===== src/rtl/phase_vec_sram_reader_pkg.sv =====
// phase_vec_sram_reader_pkg
// Shared definitions for the phase/frequency vector SRAM readout engine:
//   - state_t   : readout FSM encoding (2 bits), also exported on the debug port
//   - BUF_DEPTH : entries in the output skid buffer
//   - OCC_W     : width of the buffer occupancy count (holds 0..BUF_DEPTH)
package phase_vec_sram_reader_pkg;

  typedef enum logic [1:0] {
    ST_IDLE  = 2'd0,
    ST_READ  = 2'd1,
    ST_DRAIN = 2'd2,
    ST_DONE  = 2'd3
  } state_t;

  localparam int BUF_DEPTH = 2;
  localparam int OCC_W     = 2;

endpackage


===== src/rtl/phase_vec_sram_reader_rd_buf.sv =====
// phase_vec_rd_buf
// Two-entry synchronous FIFO that holds SRAM read data until the stream
// consumer takes it. The caller guarantees no push when full and no pop
// when empty.
// Ports:
//   clk, rst   : clock, synchronous active-high reset (clears storage too)
//   push, din  : write one word at the end of the cycle
//   pop        : discard the head word at the end of the cycle
//   dout       : head word (stable until popped)
//   occ        : number of stored words, 0..BUF_DEPTH
module phase_vec_rd_buf
  import phase_vec_sram_reader_pkg::*;
#(
  parameter int DATA_WIDTH = 16
) (
  input  logic                  clk,
  input  logic                  rst,
  input  logic                  push,
  input  logic [DATA_WIDTH-1:0] din,
  input  logic                  pop,
  output logic [DATA_WIDTH-1:0] dout,
  output logic [OCC_W-1:0]      occ
);

  logic [DATA_WIDTH-1:0] mem [BUF_DEPTH];
  // One-bit pointers: the buffer is exactly two entries deep.
  logic                  wr_ptr;
  logic                  rd_ptr;

  always_ff @(posedge clk) begin
    if (rst) begin
      for (int i = 0; i < BUF_DEPTH; i++) begin
        mem[i] <= '0;
      end
      wr_ptr <= 1'b0;
      rd_ptr <= 1'b0;
      occ    <= '0;
    end else begin
      if (push) begin
        mem[wr_ptr] <= din;
        wr_ptr      <= ~wr_ptr;
      end
      if (pop) begin
        rd_ptr <= ~rd_ptr;
      end
      case ({push, pop})
        2'b10:   occ <= occ + OCC_W'(1);
        2'b01:   occ <= occ - OCC_W'(1);
        default: ;
      endcase
    end
  end

  assign dout = mem[rd_ptr];

endmodule


===== src/rtl/phase_vec_sram_reader.sv =====
// phase_vec_sram_reader
// Reads len consecutive SRAM words starting at base_adr (addresses wrap
// modulo DEPTH), hides the one-cycle SRAM read latency, and presents the
// words on a valid/ready stream without loss under back-pressure.
//
// Stream handshake: a word transfers in every cycle where dout_valid and
// dout_ready are both high; while dout_valid is high and dout_ready is low,
// dout and dout_valid hold their values. dout_valid never depends on
// dout_ready.
//
// Ports:
//   clk, rst           : clock, synchronous active-high reset
//   start, base_adr,len: request (accepted only when idle); len clamped to DEPTH
//   ren, radr, rdata   : SRAM read port; rdata valid the cycle after ren
//   dout, dout_valid,
//   dout_ready         : output stream
//   busy, done         : busy while transferring; done pulses once at the end
//   checksum           : wrap-around sum of accepted words
//                        (only when PHASE_VEC_READER_CHECKSUM_EN is defined)
//   dbg_state          : current FSM state
module phase_vec_sram_reader
  import phase_vec_sram_reader_pkg::*;
#(
  parameter int DATA_WIDTH = 16,
  parameter int ADDR_WIDTH = 12,
  parameter int DEPTH      = 2048
) (
  input  logic                  clk,
  input  logic                  rst,
  input  logic                  start,
  input  logic [ADDR_WIDTH-1:0] base_adr,
  input  logic [ADDR_WIDTH-1:0] len,
  output logic                  ren,
  output logic [ADDR_WIDTH-1:0] radr,
  input  logic [DATA_WIDTH-1:0] rdata,
  output logic [DATA_WIDTH-1:0] dout,
  output logic                  dout_valid,
  input  logic                  dout_ready,
  output logic                  busy,
  output logic                  done,
`ifdef PHASE_VEC_READER_CHECKSUM_EN
  output logic [DATA_WIDTH-1:0] checksum,
`endif
  output state_t                dbg_state
);

  // Counts need one extra bit so that a count of DEPTH is representable.
  localparam int                    CNT_W    = ADDR_WIDTH + 1;
  localparam logic [CNT_W-1:0]      DEPTH_C  = CNT_W'(DEPTH);
  localparam logic [ADDR_WIDTH-1:0] LAST_ADR = ADDR_WIDTH'(DEPTH - 1);

  state_t                  state_q;
  state_t                  state_d;
  logic [ADDR_WIDTH-1:0]   adr_q;
  logic [CNT_W-1:0]        rem_q;
  logic                    inflight_q;
  logic [OCC_W-1:0]        occ;
  logic                    pop;
  logic                    accept;
  logic                    last_issue;
  logic [OCC_W:0]          pending;
  logic [CNT_W-1:0]        len_ext;
  logic [CNT_W-1:0]        len_clamped;
  logic [CNT_W-1:0]        base_ext;
  logic [ADDR_WIDTH-1:0]   base_wrapped;

  assign accept     = (state_q == ST_IDLE) && start;
  assign dout_valid = (occ != '0);
  assign pop        = dout_valid & dout_ready;

  // Words that will still occupy the buffer after this cycle if nothing new
  // is issued. Never underflows: pop implies occ >= 1.
  assign pending = {1'b0, occ} + {{OCC_W{1'b0}}, inflight_q}
                 - {{OCC_W{1'b0}}, pop};

  // Issue only when the word returning next cycle is sure to have a slot.
  assign ren        = (state_q == ST_READ) && (pending < (OCC_W + 1)'(BUF_DEPTH));
  assign last_issue = ren && (rem_q == CNT_W'(1));

  assign len_ext     = {1'b0, len};
  assign len_clamped = (len_ext > DEPTH_C) ? DEPTH_C : len_ext;

  // A single subtraction suffices because the address range is at most
  // twice DEPTH.
  assign base_ext     = {1'b0, base_adr};
  assign base_wrapped = (base_ext >= DEPTH_C) ? ADDR_WIDTH'(base_ext - DEPTH_C)
                                              : base_adr;

  assign radr      = adr_q;
  assign dbg_state = state_q;

  always_ff @(posedge clk) begin
    if (rst) begin
      state_q <= ST_IDLE;
    end else begin
      state_q <= state_d;
    end
  end

  always_comb begin
    state_d = state_q;
    busy    = 1'b0;
    done    = 1'b0;
    case (state_q)
      ST_IDLE: begin
        if (start) begin
          state_d = (len == '0) ? ST_DONE : ST_READ;
        end
      end
      ST_READ: begin
        busy = 1'b1;
        if (last_issue) begin
          state_d = ST_DRAIN;
        end
      end
      ST_DRAIN: begin
        busy = 1'b1;
        // Leave as soon as the buffer will be empty after this cycle so that
        // done lands the cycle after the final word is accepted.
        if (!inflight_q && (occ == '0 || (occ == OCC_W'(1) && pop))) begin
          state_d = ST_DONE;
        end
      end
      ST_DONE: begin
        done    = 1'b1;
        state_d = ST_IDLE;
      end
      default: state_d = ST_IDLE;
    endcase
  end

  always_ff @(posedge clk) begin
    if (rst) begin
      adr_q      <= '0;
      rem_q      <= '0;
      inflight_q <= 1'b0;
    end else begin
      inflight_q <= ren;
      if (accept) begin
        adr_q <= base_wrapped;
        rem_q <= len_clamped;
      end else if (ren) begin
        adr_q <= (adr_q == LAST_ADR) ? '0 : adr_q + ADDR_WIDTH'(1);
        rem_q <= rem_q - CNT_W'(1);
      end
    end
  end

  phase_vec_rd_buf #(
    .DATA_WIDTH (DATA_WIDTH)
  ) u_rd_buf (
    .clk  (clk),
    .rst  (rst),
    .push (inflight_q),
    .din  (rdata),
    .pop  (pop),
    .dout (dout),
    .occ  (occ)
  );

`ifdef PHASE_VEC_READER_CHECKSUM_EN
  always_ff @(posedge clk) begin
    if (rst) begin
      checksum <= '0;
    end else if (accept) begin
      checksum <= '0;
    end else if (pop) begin
      checksum <= checksum + dout;
    end
  end
`endif

endmodule


===== config.mk =====
export PLATFORM = sky130hd
export DESIGN_NAME = phase_vec_sram_reader
export DESIGN_NICKNAME = d
export VERILOG_FILES = /design/src/rtl/phase_vec_sram_reader_pkg.sv /design/src/rtl/phase_vec_sram_reader_rd_buf.sv /design/src/rtl/phase_vec_sram_reader.sv
export SDC_FILE = /design/constraint.sdc
export NUM_CORES = 1
export LEC_CHECK = 0
export CELL_PAD_IN_SITES_DETAIL_PLACEMENT = 0
export CELL_PAD_IN_SITES_GLOBAL_PLACEMENT = 2
export CORE_UTILIZATION = 29
export DETAILED_ROUTE_END_ITERATION = 6
export DONT_BUFFER_PORTS = 1
export HOLD_SLACK_MARGIN = 0.05
export PLACE_DENSITY = 0.62
export SLEW_MARGIN = 15
export SYNTH_ARGS = -nofsm -noshare
export SYNTH_HDL_FRONTEND = slang
export SYNTH_HIERARCHICAL = 1
export SYNTH_SLANG_ARGS = --single-unit

===== constraint.sdc =====
create_clock -name clk -period 4.39 [get_ports clk]
set_input_delay 0.6585 -clock clk [delete_from_list [all_inputs] [get_ports clk]]
set_output_delay 0.6585 -clock clk [all_outputs]
set_load 0.05 [all_outputs]

==> flow_metrics.tcl, run 1 <==
set metrics [dict create \
    final_max_slew_viol_count 0 \
    htreeDepth 3 \
    rsz0062_at_grt "false" \
    wire_per_inst_um 17.5 \
    maxSlewHeadroom 0.419 \
    fin_cells 486 \
    grt_max_degree 53 \
    avgSynthCellArea_um2 10.0 \
    track_usage 0.143 \
    via_per_inst 5.13 \
    drt_wl_total_um 8500 \
    crit_type "reg -> out" \
    setup_slack_ps 564 \
    overflow 0 \
    cts_buffer_depth 2 \
    grt_pass1_vias 2438 \
    synth-simple-area-share 0.223 \
    leakagePower_nw 1.31 \
    synth_area_um2 3410 \
    ir_drop_uv 259 \
    dieArea_um2 12200 \
    io_buffers 0 \
    tightest_slew_ps 872 \
    drive_above_1_share 0.134 \
    crit_path_max_fanout 10 \
    min_period_ps 3830 \
    yosysWarnings 6 \
    finalClockSkew_ps 3.05 \
    fmax_mhz 261 \
    synthTopCellsByArea "edfxtp_1 28%, dfxtp_1 19%, mux2_2 5.3%, nor2_1 5.1%, nand2b_1 4.2%" \
    required_ps 3730 \
    yosysUniqueCellTypes 51 \
    synthAdderAreaFrac 0.0426 \
    cts_tree "yes" \
    path_clk_slew_ps 60 \
    holdCritStartpoint "rst" \
    r2r_end "rem_q[11]" \
    ys.flop_type "dfxtp_1" \
    layout_common_cells "46 x nor2_1, 33 x dfxtp_1, 32 x edfxtp_1" \
    dpl.hpwl_um 5780 \
    grt_pass1_wl_um 12900 \
    fin_crit_sh 0.872 \
    setup_viol 0 \
    synth_compound_area_frac 0.123 \
    synth_xor_area_frac 0.0437 \
    first_iter_violations 99 \
    hold_viol_final 0 \
    cts_root_buffer "clkbuf_16" \
    dr.pass1.iters 4 \
    post_cts_buffers 0 \
    ctsHoldBuffers 0 \
    cts_buffers 9 \
    crit_start "u_rd_buf/occ[1]" \
    cts_num_sinks 65 \
    async_flop_share 0 \
    synthCells 340 \
    hp-class "in -> reg" \
    antenna_left 0 \
    die_y_um 110 \
    final_common_cell "nor2_1" \
    dp_cells 470 \
    syn-num-nets 395 \
    reg2reg_setup_slack_ps 800 \
    synth_top_family_by_area "simple AND/OR/NAND/NOR gates" \
    synth_edf_count 32 \
    reg2reg_from "u_rd_buf/occ[1]" \
    insertion_delay_ps 330 \
    dpl_worst_slack_ps 793 \
    cp-start-kind "register" \
    timing.hold.ws_ps 417 \
    drc 0 \
    ys_seq_area_frac 0.476 \
    worstSetupEndpoint "ren" \
    power_density_nw_per_um2 684 \
    r2r_cells 9 \
    synth.area.mux_share 0.0602 \
    areaGrowthSynthToFinish_pct 13.3 \
    place.gp.congestion 0.674 \
    outcome "complete, no violations" \
    fin_nets 393 \
    yosysTopAreaCellShare 0.282 \
    fin_tns_setup_ps 0 \
    cts_resized 0 \
    antenna_found_initial 0 \
    start_util 0.298 \
    drv_cap 0 \
    cp-end-kind "output pin" \
    diodes 0 \
    rows 39 \
    core_um2 11400 \
    vias 2492 \
    ios 78 \
    cp.arrival_ps 3170 \
    ys_ff_latch 65 \
    die_w_um 110 \
    yosys.area.top_type "edfxtp_1" \
]
## metal layers
layer | up-vias | share of wire | global-route usage
met3 | 12 | 0.053 | 0.0453
met5 | - | 0 | 0
met4 | 0 | 0.011 | 0.0423
li1 | 1236 | - | -
met2 | 58 | 0.50 | 0.245
met1 | 1186 | 0.44 | 0.171
## worst max-delay path: stages, from the launching register on
cell and delay (ps):
dfxtp_1 390, or2_2 450, and2_1 260, ha_1 270, nand2b_1 150, fa_1 550
and2_1 210, nand2_1 160, inv_2 380
## worst min-delay path by stage
stage	end	cells past startpoint
floorplan	u_rd_buf/wr_ptr	2
global placement	u_rd_buf/wr_ptr	2
detailed placement	u_rd_buf/wr_ptr	2
CTS	radr[1]	1
global route	u_rd_buf/occ[1]	1
finish	u_rd_buf/occ[1]	1
## sequential cells by signal, summed over array words and instances (netlist names), named ones only
| name | cells |
|---|---|
| u_rd_buf/mem | 32 |
| u_rd_buf/wr_ptr | 1 |
| u_rd_buf/rd_ptr | 1 |
| dbg_state | 2 |
| radr | 12 |
| rem_q | 13 |
| u_rd_buf/occ | 2 |
| inflight_q | 1 |
## layout make-up
cell class | instances | area, µm²
fill | 1227 | 7560
clock buffer | 9 | 225
tap | 143 | 179
inverter | 11 | 41.3
clock inverter | 7 | 100
timing repair buffer | 2 | 15.0
sequential | 65 | 1620
multi-input combinational | 249 | 1680
## stage by stage
stage / power, mW / util / cell area, µm²
global placement: 1.87 / 0.310 / 3540
floorplan: 1.70 / - / 3410
detailed placement: 1.88 / 0.310 / 3540
global route: 2.78 / 0.338 / 3860
CTS: 2.67 / 0.338 / 3860
finish: 2.64 / 0.338 / 3860
## power breakdown
part	internal (mW)	total [mW]	switching (mW)
clock network	0.503	0.788	0.284
registers	0.755	0.957	0.202
logic	0.303	0.895	0.592
total	1.56	2.64	1.08
## kinds of logic (layout without fill, tap and decap cells)
kind of cell | after synthesis | in the layout
DFF | 65 | 65
buffers and inverters | 26 | 29
AOI/OAI and AO/OA | 59 | 59
muxes | 18 | 18
adders and majority gates | 11 | 11
xor gates and xnor gates | 17 | 17
and+or+nand+nor | 144 | 144
## Yosys cell counts (9+ instances only)
cell / n
edfxtp_1: 32
nor2_1: 46
a211oi_1: 9
xnor2_1: 11
mux2_2: 16
dfxtp_1: 33
ha_1: 10
nand3_1: 11
clkbuf_1: 10
inv_1: 10
nor4_1: 10
nand2_1: 16
nand2b_1: 23
a21oi_1: 21
Power figures use the tool's default switching activity.
==> inputs of run 2 (changes only) <==
--- a/config.mk
+++ b/config.mk
@@ -7,11 +7,11 @@
 export LEC_CHECK = 0
 export CELL_PAD_IN_SITES_DETAIL_PLACEMENT = 0
 export CELL_PAD_IN_SITES_GLOBAL_PLACEMENT = 2
-export CORE_UTILIZATION = 29
+export CORE_UTILIZATION = 39
 export DETAILED_ROUTE_END_ITERATION = 6
 export DONT_BUFFER_PORTS = 1
 export HOLD_SLACK_MARGIN = 0.05
-export PLACE_DENSITY = 0.62
+export PLACE_DENSITY = 0.79
 export SLEW_MARGIN = 15
 export SYNTH_ARGS = -nofsm -noshare
 export SYNTH_HDL_FRONTEND = slang
==> run 2 against run 1 <==
Compared with the run above: sequential cell count is the same; clock power fell by 23%; count of clock-buffer cells in the layout grew 1; combinational power shrank 0.8%; power fell by 7.2%; sequential power hardly changed; critical endpoint unchanged; critical path type unchanged; critical path depth stayed put; first-iteration DRC count shrank 42%.
==> flow_metrics.tcl, run 2 (synthesis results as in run 1) <==
set metrics [dict create \
    antenna_found_initial 0 \
    vias 2489 \
    path_common_cell "and2_1" \
    htreeDepth 3 \
    path_clk_slew_ps 70 \
    cts_tree "yes" \
    cp-start-kind "register" \
    cts_buffers 9 \
    via_per_inst 5.56 \
    drv_cap 0 \
    outcome "complete, no violations" \
    min_period_ps 3830 \
    largest_register_ffs 32 \
    power_mw 2.45 \
    cts_root_buffer "clkbuf_8" \
    crit_type "reg -> out" \
    die_y_um 95.5 \
    leakagePower_nw 1.26 \
    grt_pass1_wl_um 12100 \
    ir_drop_uv 277 \
    setup_viol 0 \
    required_ps 3730 \
    finalClockSkew_ps 9.59 \
    wire_per_inst_um 17.5 \
    grt_max_degree 53 \
    hp-class "in -> reg" \
    nFillCells 837 \
    cts_resized 0 \
    path_cells "or2_2, and2_1, ha_1, nand2b_1, fa_1, and2_1, nand2_1, inv_2" \
    dpl.hpwl_um 5370 \
    drc 0 \
    io_buffers 0 \
    max_stage_delay_ps 580 \
    rows 33 \
    ios 78 \
    fin_crit_sh 0.873 \
    maxSlewHeadroom 0.452 \
    top_register "u_rd_buf/mem" \
    antenna_left 0 \
    start_util 0.408 \
    final_max_slew_viol_count 0 \
    grt_pass1_vias 2441 \
    power_density_nw_per_um2 658 \
    core_um2 8340 \
    track_usage 0.181 \
    cts_num_sinks 65 \
    insertion_delay_ps 340 \
    drive_above_1_share 0.128 \
    fin_tns_setup_ps 0 \
    tightest_slew_ps 816 \
    place.gp.congestion 0.737 \
    path_buf_inv 1 \
    first_iter_violations 57 \
    final_common_cell "nor2_1" \
    areaGrowthSynthToFinish_pct 9.25 \
    fmax_mhz 261 \
    rsz0062_at_grt "false" \
    crit_family "simple AND/OR/NAND/NOR gates" \
    diodes 0 \
    dr.pass1.iters 4 \
    cp-end-kind "output pin" \
    ctsHoldBuffers 0 \
    cp.arrival_ps 3170 \
    overflow 0 \
    fin_nets 393 \
    crit_path_max_fanout 10 \
    hold_viol_final 0 \
    cts_buffer_depth 2 \
    die_w_um 95.5 \
    layout_common_cells "46 x nor2_1, 33 x dfxtp_1, 32 x edfxtp_1" \
    drt_wl_total_um 7860 \
    post_cts_buffers 0 \
    dieArea_um2 9110 \
    cp_slowest_cell "fa_1" \
]
-- run 2: cell types whose count changed in the layout (fill, tap and decap cells not counted), sizes merged --
cell	previous run	this run
clkinvlp	0	1
bufinv	2	3
inv	14	11
clkbuf	9	10
-- run 2: per-layer routing --
layer / vias to the layer above / wire (µm) / track usage
met5: - / 0 / 0
met2: 74 / 3780 / 0.296
li1: 1237 / - / -
met1: 1174 / 3530 / 0.215
met3: 4 / 493 / 0.0718
met4: 0 / 47 / 0.0609
-- run 2: layout make-up --
cell class | instances | area (µm²) | share of cell area
multi-input combinational | 249 | 1680 | 0.451
sequential | 65 | 1620 | 0.436
tap | 105 | 131 | 0.0353
clock buffer | 10 | 128 | 0.0343
clock inverter | 6 | 106 | 0.0286
inverter | 11 | 41.3 | 0.0111
timing repair buffer | 2 | 15.0 | 0.00403
-- run 2: worst paths after layout --
path / startpoint / end / slack (ps) / cells after the start
setup / recovery: u_rd_buf/occ[1] / ren / 560 / 8
hold / removal: rst / radr[2] / 390 / 1
setup reg to reg: u_rd_buf/occ[1] / rem_q[11] / 830 / 9
hold reg to reg: u_rd_buf/wr_ptr / u_rd_buf/wr_ptr / 480 / 2
-- run 2: through the flow --
| stage | setup WS (ps) | cell area [µm²] | hold WS (ps) | cells | utilization |
|---|---|---|---|---|---|
| after CTS | 507 | 3720 | 365 | 448 | 0.446 |
| after floorplan | 1050 | 3410 | 444 | 340 | - |
| after global placement | 858 | 3490 | 447 | 432 | 0.418 |
| after detailed placement | 822 | 3490 | 459 | 432 | 0.418 |
| final | 557 | 3720 | 393 | 448 | 0.446 |
| after global routing | 292 | 3720 | 362 | 448 | 0.446 |
-- run 2: power by group --
| part | switching, mW | internal [mW] |
|---|---|---|
| clock | 0.229 | 0.375 |
| combinational | 0.585 | 0.303 |
| sequential | 0.205 | 0.754 |
| total | 1.02 | 1.43 |
==> inputs of run 3 (changes only) <==
==> constraint.sdc (replaced) <==
create_clock -name clk -period 4.39 [get_ports clk]
set_input_delay 0.6585 -clock clk [delete_from_list [all_inputs] [get_ports clk]]
set_output_delay 0.6585 -clock clk [all_outputs]
set_load 0.02 [all_outputs]
==> run 3 against run 2 <==
Compared with the run above: cell count is the same; combinational power fell by 16%; hold slack about the same; clock power fell by 4.1%; global-route usage is 0.12 points higher; register-to-register slack better by 90 ps; non-clock buffer count stayed put; wire length rose by 0.52%; sequential share of layout area is 0.073 points higher; die area did not move; highest routed layer unchanged.
==> flow_metrics.tcl, run 3 (synthesis results as in run 1) <==
set metrics [dict create \
    insertion_delay_ps 330 \
    top_register "u_rd_buf/mem" \
    die_y_um 95.5 \
    dpl.hpwl_um 5480 \
    power_frac_clock 0.260 \
    layout_common_cells "46 x nor2_1, 33 x dfxtp_1, 32 x edfxtp_1" \
    tightest_slew_ps 796 \
    comb_power_share 0.337 \
    power_density_nw_per_um2 600 \
    fin_crit_sh 0.822 \
    ir_drop_uv 255 \
    overflow 0 \
    fin_tns_setup_ps 0 \
    ios 78 \
    core_um2 8340 \
    grt_max_degree 53 \
    diodes 0 \
    cts_root_buffer "clkbuf_8" \
    via_per_inst 5.57 \
    crit_type "reg -> out" \
    cp-start-kind "register" \
    drc 0 \
    ctsHoldBuffers 0 \
    drv_cap 0 \
    track_usage 0.182 \
    cp.arrival_ps 2950 \
    start_util 0.408 \
    p_seq_frac 0.403 \
    grt_pass1_vias 2399 \
    dr.pass1.iters 4 \
    fin_nets 393 \
    largest_register_ffs 32 \
    p_int_mw 1.39 \
    power_mw 2.23 \
    grt_pass1_wl_um 12300 \
    min_period_ps 3610 \
    outcome "complete, no violations" \
    cts_buffer_depth 2 \
    nFillCells 830 \
    dieArea_um2 9110 \
    drive_above_1_share 0.134 \
    rsz0062_at_grt "false" \
    multiInputGateArea_um2 1680 \
    path_clk_slew_ps 70 \
    hold_viol_final 0 \
    leakagePower_nw 1.26 \
    seqCellArea_um2 1620 \
    areaGrowthSynthToFinish_pct 9.07 \
    cp-end-kind "output pin" \
    first_iter_violations 76 \
    finalClockSkew_ps 6.93 \
    cts_buffers 9 \
    reg2reg_setup_slack_ps 920 \
    hp-class "in -> reg" \
    cts_num_sinks 65 \
    final_max_slew_viol_count 0 \
    place.gp.congestion 0.747 \
    antenna_found_initial 0 \
    rows 33 \
    vias 2494 \
    die_w_um 95.5 \
    final_common_cell "nor2_1" \
    maxSlewHeadroom 0.469 \
    fmax_mhz 277 \
    post_cts_buffers 0 \
    cts_resized 0 \
    crit_path_max_fanout 10 \
    swShare 0.375 \
    required_ps 3730 \
    cts_tree "yes" \
    drt_wl_total_um 7900 \
    wire_per_inst_um 17.6 \
    setup_viol 0 \
    power_switching_mw 0.836 \
    htreeDepth 3 \
    io_buffers 0 \
    antenna_left 0 \
]
-- run 3: cell count changes in the layout (fill, tap and decap cells not counted) --
cell       before  now
bufinv_16       3    2
inv_6           0    1
clkbuf_8        9   10
clkbuf_1        1    0
clkinv_4        0    1
clkinv_1        1    0
-- run 3: final cells by class --
type / instances / area share
Multi-Input combinational cell: 249 / 0.452
Tap cell: 105 / 0.0354
Timing Repair Buffer: 2 / 0.00404
Sequential cell: 65 / 0.436
Clock buffer: 10 / 0.0370
Inverter: 11 / 0.0111
Clock inverter: 6 / 0.0242
-- run 3: metrics by stage --
step	utilization	hold slack (ps)	instance area, µm²	instances	setup WS, ps
4_1_cts	0.446	373	3720	448	733
3_5_place_dp	0.418	450	3490	432	918
6_report	0.446	393	3720	448	782
3_3_place_gp	0.418	447	3490	432	967
5_1_grt	0.446	361	3720	448	585
2_1_floorplan	-	444	3410	340	1190
-- run 3: path summary, 6_finish.rpt --
check	from	to	cells past startpoint
max reg2reg	u_rd_buf/occ[1]	rem_q[11]	9
min reg2reg	u_rd_buf/wr_ptr	u_rd_buf/wr_ptr	2
max	u_rd_buf/occ[1]	ren	8
min	rst	radr[2]	1
-- run 3: power by group through the flow --
| stage | registers (mW) | clock network (mW) | logic, mW |
|---|---|---|---|
| 3_3_place_gp | 0.910 | 0 | 0.752 |
| 5_1_grt | 0.923 | 0.617 | 0.830 |
| 4_1_cts | 0.901 | 0.593 | 0.762 |
| 3_5_place_dp | 0.914 | 0 | 0.755 |
| 6_report | 0.899 | 0.579 | 0.750 |
| 2_1_floorplan | 0.867 | 0 | 0.639 |
-- run 3: layer usage --
metal / up-vias / share of wire / global-route usage
met5: - / 0 / 0
met4: 0 / 0.0082 / 0.0485
met3: 6 / 0.054 / 0.0590
met2: 75 / 0.47 / 0.298
met1: 1181 / 0.47 / 0.229
li1: 1232 / - / -
-- run 3: critical path, cell delays in order (launching register included) --
cell      delay (ps)
dfxtp_1          390
or2_2            380
and2_1           220
ha_1             270
nand2b_1         150
fa_1             560
and2_1           220
nand2_1          160
inv_2            270
